## config.mk

```make
export PLATFORM = sky130hd
export DESIGN_NAME = serial_subtractor_flat
export DESIGN_NICKNAME = d
export VERILOG_FILES = /design/src/rtl/serial_subtractor_if.sv /design/src/rtl/serial_subtractor.sv /design/src/flat_wrapper.sv
export SDC_FILE = /design/constraint.sdc
export NUM_CORES = 1
export LEC_CHECK = 0
export BUFFER_PORTS_ARGS = -buffer_cell sky130_fd_sc_hd__buf_2
export CAP_MARGIN = 20
export CORE_ASPECT_RATIO = 0.75
export CORE_MARGIN = 4
export CORE_UTILIZATION = 50
export DETAILED_ROUTE_END_ITERATION = 16
export GPL_TIMING_DRIVEN = 0
export PLACE_DENSITY = 0.7
export SLEW_MARGIN = 30
export SYNTH_ARGS = -nofsm -noshare
export SYNTH_HDL_FRONTEND = slang
export SYNTH_SLANG_ARGS = --single-unit
```

## constraint.sdc

```tcl
create_clock -name Clk -period 2.71 [get_ports Clk]
set_clock_uncertainty 0.1 [all_clocks]
set_input_delay 0.4065 -clock Clk [delete_from_list [all_inputs] [get_ports Clk]]
set_output_delay 0.4065 -clock Clk [all_outputs]
set_load 0.05 [all_outputs]
```

## src/rtl/serial_subtractor_if.sv

```systemverilog
// ---------------------------------------------------------------------------
// serial_subtractor_if
// Handshake and data bundle for the bit-serial subtractor.
//   master : drives start, in_a, in_b, borrow_in; observes busy, done,
//            diff_out, borrow_out
//   slave  : the subtractor side (inputs/outputs mirrored)
// Clock and reset are plain ports on the design, not part of this bundle.
// ---------------------------------------------------------------------------
interface serial_subtractor_if #(
   parameter int WIDTH = 4
);
   logic             start;
   logic [WIDTH-1:0] in_a;
   logic [WIDTH-1:0] in_b;
   logic             borrow_in;
   logic             busy;
   logic             done;
   logic [WIDTH-1:0] diff_out;
   logic             borrow_out;

   modport master (
      output start, in_a, in_b, borrow_in,
      input  busy, done, diff_out, borrow_out
   );

   modport slave (
      input  start, in_a, in_b, borrow_in,
      output busy, done, diff_out, borrow_out
   );
endinterface

```

## src/rtl/serial_subtractor.sv

```systemverilog
// ---------------------------------------------------------------------------
// serial_subtractor
// Bit-serial unsigned subtractor: computes in_a - in_b - borrow_in, LSB
// first, one bit per Clk cycle through a single full-subtractor cell and a
// borrow flop. Operands are captured when start is seen in IDLE; the result
// and final borrow are registered on the last bit and announced with a
// one-cycle done pulse.
//   Clk        : rising-edge clock
//   ClrN       : asynchronous active-low clear
//   bus.start  : request, sampled only in IDLE
//   bus.in_a   : minuend, captured on accepted start
//   bus.in_b   : subtrahend, captured on accepted start
//   bus.borrow_in  : initial borrow, captured on accepted start
//   bus.busy   : high while bits are being shifted
//   bus.done   : one-cycle result-valid pulse
//   bus.diff_out   : difference, held until the next completion
//   bus.borrow_out : final borrow, held with diff_out
// ---------------------------------------------------------------------------
module serial_subtractor #(
   parameter int WIDTH = 4
) (
   input  logic               Clk,
   input  logic               ClrN,
   serial_subtractor_if.slave bus
);

   localparam int CNT_W = (WIDTH > 1) ? $clog2(WIDTH) : 1;
   localparam logic [CNT_W-1:0] LAST_BIT = CNT_W'(WIDTH - 1);

   typedef enum logic [1:0] {
      IDLE  = 2'd0,
      SHIFT = 2'd1,
      DONE  = 2'd2
   } state_t;

   state_t             state_q,      state_d;
   logic [WIDTH-1:0]   a_sr_q,       a_sr_d;
   logic [WIDTH-1:0]   b_sr_q,       b_sr_d;
   logic [WIDTH-1:0]   diff_sr_q,    diff_sr_d;
   logic               bor_q,        bor_d;
   logic [CNT_W-1:0]   cnt_q,        cnt_d;
   logic [WIDTH-1:0]   diff_out_q,   diff_out_d;
   logic               borrow_out_q, borrow_out_d;

   // Full-subtractor cell on the current LSBs
   logic a_bit;
   logic b_bit;
   logic d_bit;
   logic bor_next;

   always_comb begin
      a_bit    = a_sr_q[0];
      b_bit    = b_sr_q[0];
      d_bit    = a_bit ^ b_bit ^ bor_q;
      bor_next = (~a_bit & b_bit) | (~(a_bit ^ b_bit) & bor_q);
   end

   always_ff @(posedge Clk or negedge ClrN) begin
      if (!ClrN) begin
         state_q      <= IDLE;
         a_sr_q       <= '0;
         b_sr_q       <= '0;
         diff_sr_q    <= '0;
         bor_q        <= 1'b0;
         cnt_q        <= '0;
         diff_out_q   <= '0;
         borrow_out_q <= 1'b0;
      end else begin
         state_q      <= state_d;
         a_sr_q       <= a_sr_d;
         b_sr_q       <= b_sr_d;
         diff_sr_q    <= diff_sr_d;
         bor_q        <= bor_d;
         cnt_q        <= cnt_d;
         diff_out_q   <= diff_out_d;
         borrow_out_q <= borrow_out_d;
      end
   end

   always_comb begin
      state_d      = state_q;
      a_sr_d       = a_sr_q;
      b_sr_d       = b_sr_q;
      diff_sr_d    = diff_sr_q;
      bor_d        = bor_q;
      cnt_d        = cnt_q;
      diff_out_d   = diff_out_q;
      borrow_out_d = borrow_out_q;

      unique case (state_q)
         IDLE: begin
            if (bus.start) begin
               a_sr_d  = bus.in_a;
               b_sr_d  = bus.in_b;
               bor_d   = bus.borrow_in;
               cnt_d   = '0;
               state_d = SHIFT;
            end
         end
         SHIFT: begin
            a_sr_d    = {1'b0, a_sr_q[WIDTH-1:1]};
            b_sr_d    = {1'b0, b_sr_q[WIDTH-1:1]};
            diff_sr_d = {d_bit, diff_sr_q[WIDTH-1:1]};
            bor_d     = bor_next;
            if (cnt_q == LAST_BIT) begin
               // Last bit: publish the completed word; counter parks here
               // instead of wrapping.
               diff_out_d   = {d_bit, diff_sr_q[WIDTH-1:1]};
               borrow_out_d = bor_next;
               state_d      = DONE;
            end else begin
               cnt_d = cnt_q + 1'b1;
            end
         end
         DONE: begin
            state_d = IDLE;
         end
         default: begin
            state_d = IDLE;
         end
      endcase
   end

   assign bus.busy       = (state_q == SHIFT);
   assign bus.done       = (state_q == DONE);
   assign bus.diff_out   = diff_out_q;
   assign bus.borrow_out = borrow_out_q;

endmodule

```

## src/flat_wrapper.sv

```systemverilog
// flat-port wrapper written by rule: the top's interface ports become plain ports
module serial_subtractor_flat 
#(
   parameter int WIDTH = 4
)
  (Clk, ClrN, bus_start, bus_in_a, bus_in_b, bus_borrow_in, bus_busy, bus_done, bus_diff_out, bus_borrow_out);
  serial_subtractor_if #(.WIDTH(WIDTH)) bus_i ();
  input  logic Clk;
  input  logic ClrN;
  input wire logic [$bits(bus_i.start)-1:0] bus_start;
  input wire logic [$bits(bus_i.in_a)-1:0] bus_in_a;
  input wire logic [$bits(bus_i.in_b)-1:0] bus_in_b;
  input wire logic [$bits(bus_i.borrow_in)-1:0] bus_borrow_in;
  output wire logic [$bits(bus_i.busy)-1:0] bus_busy;
  output wire logic [$bits(bus_i.done)-1:0] bus_done;
  output wire logic [$bits(bus_i.diff_out)-1:0] bus_diff_out;
  output wire logic [$bits(bus_i.borrow_out)-1:0] bus_borrow_out;
  assign bus_i.start = bus_start;
  assign bus_i.in_a = bus_in_a;
  assign bus_i.in_b = bus_in_b;
  assign bus_i.borrow_in = bus_borrow_in;
  assign bus_busy = bus_i.busy;
  assign bus_done = bus_i.done;
  assign bus_diff_out = bus_i.diff_out;
  assign bus_borrow_out = bus_i.borrow_out;
  serial_subtractor #(.WIDTH(WIDTH)) u_core (.Clk(Clk), .ClrN(ClrN), .bus(bus_i));
endmodule
```

### Yosys cells after proc, flatten, opt, wreduce, memory -nomap -nowiden

Cells that the tools add are included.

* register bits: 22
* bits of input ports: 12
* output and inout bits: 7
* logic and storage cells: 40

* $add $sub $neg: 1
* equality and inequality tests: 6
* mux-type cells: 12
* bitwise operators: 7
* reduce and logical (&&, ||, !) cells: 6

Operators with widths (count)
* case mux 4 bit (2 select lines): 2
* two-way mux 2 bit: 4
* two-way mux 4 bit: 2
* case mux 2 bit (2 select lines): 2
* AND reduction 2 bit: 3
* equality test 2 bit, second input constant: 2
* != test 2 bit, second input constant: 2
* AND reduction 3 bit: 1
* adder 2 x 1 -> 2 bit, second input constant: 1
* AND 1 bit: 2
* equality test 2 x 1 -> 1 bit, second input constant: 1
* logical NOT 2 bit: 1
* != test 2 x 1 -> 1 bit, second input constant: 1
* inverter 1 bit: 2
* case mux 1 bit (2 select lines): 1
* nonzero test 2 bit: 1
* bitwise XOR 1 bit: 2
* two-way mux 1 bit: 1
* bitwise OR 1 bit: 1

### Logic depth before layout (Yosys ltp)

* depth in word-level cells: 5
* gate-level depth with buffers: 4
* depth with buffers taken out: 3

### Worst setup path before layout

No wires, ideal clock.

* kind: reg-to-output
* start: register u_core.state_q[0]
* end: output port bus_done
* arrival: 1362 ps
* data required time: 2204 ps
* slack: 841 ps
* stages on the path, launching flop included: 4
* path buffers: 2
* cell sequence: dfrtp_1 -> buf_6 -> buf_2 -> nor2b_1

* cells in the longest elaborated chain, start to end: 1

RTL lines
* start, declared: RTL line serial_subtractor.sv:36 `state_t state_q, state_d;`
* start signal, assigned: RTL line serial_subtractor.sv:69 `state_q <= state_d;`
* equality test 2 bit: RTL line serial_subtractor.sv:125 `assign bus.done = (state_q == DONE);`
* end, declared: RTL line flat_wrapper.sv:15 `output wire logic [$bits(bus_i.done)-1:0] bus_done;`

Every way passes these cells.

### Worst setup path in the final report

* start: register u_core.state_q[1]
* end: output port bus_busy

* cells in the longest elaborated chain, start to end: 1

RTL lines
* equality test 2 x 1 -> 1 bit: RTL line serial_subtractor.sv:124 `assign bus.busy = (state_q == SHIFT);`
* end, declared: RTL line flat_wrapper.sv:14 `output wire logic [$bits(bus_i.busy)-1:0] bus_busy;`

Every way passes these cells.

==> metrics.md <==
| Metric | Value |
|---|---|
| Run status | completed |
| Clock root buffer master | sky130_fd_sc_hd__clkbuf_4 |
| Slack of the worst reg-to-reg path | 1250 ps |
| HPWL after detailed placement | 1320 um |
| Vias after detailed routing | 701 |
| Capturing point of the worst reg2reg path | u_core.bus.diff_out[0] |
| Post-synthesis compound-gate area fraction | 0.126 |
| Total of endpoints with negative setup slack in the final report | 0 |
| Average routed wire per standard cell | 14.9 um |
| Levels on crit path | 3 |
| Max FO, Critical Path | 10 |
| Final critical delay including setup and external delays | 2000 ps |
| Fin. Hold Viols | 0 |
| Fraction of power consumed by combinational cells | 0.515 |
| Startpoint types | flop |
| Synth area leaders | sky130_fd_sc_hd__dfrtp_1, sky130_fd_sc_hd__mux2_2, sky130_fd_sc_hd__nor4b_1, sky130_fd_sc_hd__a221oi_1, sky130_fd_sc_hd__o221a_2 |
| Multiplexer share of the synthesized area | 0.0889 |
| Fraction of the yosys area taken by sequential cells | 0.526 |
| Max-slew headroom | 0.690 |
| Floorplan die width | 59.6 um |
| Unrepaired setup endpoints after global routing | false |
| Register share of total power | 0.381 |
| Routability congestion estimate | 0.759 |
| Starting utilization of the core area | 0.554 |
| Fraction of layout instances using a drive strength above 1 | 0.396 |
| Global-route usage over all layers | 0.158 |
| Core Rows | 13 |
| Number of clock sinks | 21 |
| Arithmetic-cell share of the synthesized area counting full adders, half adders and majority gates | 0.0325 |
| Path class of the lowest-slack min-delay path | primary input to flop |
| Count of cells along the worst register-to-register path | 3 |
| Master of the slowest instance on the critical path | sky130_fd_sc_hd__dfrtp_1 |
| Simple-gate area share of the yosys netlist | 0.166 |
| Clock share of power | 0.104 |
| Pleak | 0.560 nW |
| Slew Limit Fails | 0 |
| Clock-pin slew on the worst setup and hold paths | 120 ps |
| Final layout net count | 116 |
| Switching part of the total power | 0.420 |
| Xor-xnor portion of the synthesized cell area | 0 |
| CP endpoint kind | output port |
| Max Fclk | 500 MHz |
| Final cycle utilization of the critical path | 0.738 |
| Syn_nets | 92 |
| Crit path max-delay family | flip-flops |
| Number of buffers added by the clock tree synthesis step | 3 |
| Number of optimization iterations in the first detailed-route pass | 4 |
| Sum of negative setup slack | 0 ps |
| Number of global-route vias before repair | 669 |
| Gate count of the mapped netlist | 78 |
| Cells along the critical path | or2b_4 -> inv_2 -> buf_2 |
| Area of the core region | 1810 um2 |
| Area delta synth->final | 15.5% |
| Wire length reported by the detailed router | 1830 um |
| Flop and latch count out of synthesis | 21 |
| Number of port buffers | 18 |
| Most used cells in the layout excluding fill and tap cells | sky130_fd_sc_hd__buf_2, sky130_fd_sc_hd__dfrtp_1, sky130_fd_sc_hd__inv_1 |
| Overall die height | 46.7 um |
| TritonCTS clock tree | built |
| Largest stage delay, worst path | 480 ps |
| Kind of critical path | flop to output port |
| Iteration-0 DRC Markers | 19 |
| Yosys Warn Count | 0 |
| Number of cells in the finished layout apart from fillers | 123 |
| Maximum number of buffers from clock root to sink | 2 |
| Number of synthesized flops with an enable pin | 0 |
| Clock latency reported for the late side of the worst-skew pair | 300 ps |
| Number of maximum-capacitance violations | 0 |
| Detail-routed via count per cell | 5.70 |
| Aggregate global routing overflow | 0 |
| Ys flop type | sky130_fd_sc_hd__dfrtp_1 |
| CP required | 2200 ps |
| Dominant cell type by area after synthesis | sky130_fd_sc_hd__dfrtp_1 |
| Average cell area after synthesis | 12.8 um2 |
| Combinational family with the most area after synthesis | simple AND/OR/NAND/NOR gates |
| Slew @ Worst Pin | 465 ps |
| Synth unique cells | 30 |
| Worst vdd ir | 0.000693 V |
| Fraction of registers with async set/reset | 1.00 |
| Boundary Pins | 19 |
| WP buf/inv | 2 |
| First-pass GRT wire length | 3100 um |
| Ratio of total power to cell area | 1250 nW/um2 |
| Antenna Nets Post-Route | 0 |
| DRC violations left | 0 |
| CP startpoint | u_core.state_q[1] |
| Top cell type's share of synthesized area | 0.526 |
| Number of placed instances, taps included | 118 |
| Number of antenna violations at the first check in global routing | 0 |
| Maximum number of pins on one net before global-route repair | 22 |
| Post_cts resized | 0 |
| Net Sw Power | 0.605 mW |
| CTS HTree Levels | 1 |
| Post-synthesis instance area | 1000 um2 |
| Die footprint | 2790 um2 |
| Antenna diodes | 0 |
| Internal power contribution | 0.835 mW |
| Endpoint of the most critical setup path | bus_busy |
| Worst endpoint data arrival time | 1490 ps |
| R2R Path Start | u_core.cnt_q[0] |
[worst reg2reg max path: cells and delay by family (launching register included)]
family        cells  cell delay, ps
fa+ha+maj         1             270
mux               1             360
flops             1             420
simple gates      1             200
[repair_timing]
action,in CTS,in global routing
hold buffers,1,0
endpoints found under the hold margin,21,0
buffers inserted,0,0
[sequential cells by signal, summed over array words and instances (netlist names)]
signal                 flops
u_core.bor_q               1
u_core.a_sr_q              4
u_core.bus.borrow_out      1
u_core.b_sr_q              4
u_core.bus.diff_out        4
u_core.diff_sr_q           3
u_core.cnt_q               2
u_core.state_q             2
[power groups by stage]
stage	clock network, mW	logic (mW)	registers [mW]
after floorplan	0	0.473	0.668
after global placement	0	0.733	0.550
after detailed placement	0	0.743	0.558
after CTS	0.158	0.746	0.550
after global routing	0.170	0.810	0.571
final	0.150	0.741	0.549
[logic make-up (layout without fill, tap and decap cells)]
kind of cell / count (synthesis) / in the layout
DFF: 21 / 21
and+or+nand+nor: 20 / 20
AOI/OAI and AO/OA: 14 / 14
muxes: 8 / 8
adders and majority gates: 2 / 2
buffers and inverters: 13 / 36
[worst min path at each step]
stage	end	start	slack, ps	depth (start not counted)
2_1_floorplan	u_core.a_sr_q[0]	ClrN	10	0
3_3_place_gp	u_core.a_sr_q[2]	ClrN	290	1
3_5_place_dp	u_core.bus.diff_out[0]	ClrN	290	1
4_1_cts	u_core.b_sr_q[3]	bus_in_b[3]	320	3
5_1_grt	u_core.a_sr_q[2]	bus_in_a[2]	340	3
6_report	u_core.b_sr_q[3]	bus_in_b[3]	320	3
[final cells by class]
cell class              count  area, um2
plain buffers               4       26.3
flip-flops and latches     21        526
clock inverters             1       5.00
repair buffers             19        100
well taps                  22       27.5
fillers                   147        651
clock buffers               3       22.5
inverters                   9       33.8
multi-input cells          44        414
[Yosys cell counts (2+ instances only)]
library cell,instances
sky130_fd_sc_hd__o221a_2,3
sky130_fd_sc_hd__or4b_1,3
sky130_fd_sc_hd__a211o_1,2
sky130_fd_sc_hd__inv_1,8
sky130_fd_sc_hd__nand2b_1,2
sky130_fd_sc_hd__a221oi_1,4
sky130_fd_sc_hd__buf_2,3
sky130_fd_sc_hd__nor4b_1,5
sky130_fd_sc_hd__mux2_2,7
sky130_fd_sc_hd__dfrtp_1,21
[metrics by stage]
stage	power, mW	hold WS, ps	instance area (um2)	utilization	setup WS (ps)
floorplan	1.14	10.9	1000	-	841
global placement	1.28	291	1120	0.619	1060
detailed placement	1.30	293	1120	0.619	1060
CTS	1.45	321	1150	0.640	699
global route	1.55	340	1150	0.640	632
finish	1.44	324	1150	0.640	710
[per-layer routing]
metal	vias to the layer above	part of all wire	track usage
li1	339	-	-
met2	17	0.47	0.264
met4	0	0.0066	0.0398
met5	-	0	0
met1	343	0.47	0.201
met3	2	0.052	0.0504
No activity file was read; power rests on OpenSTA's default activity.
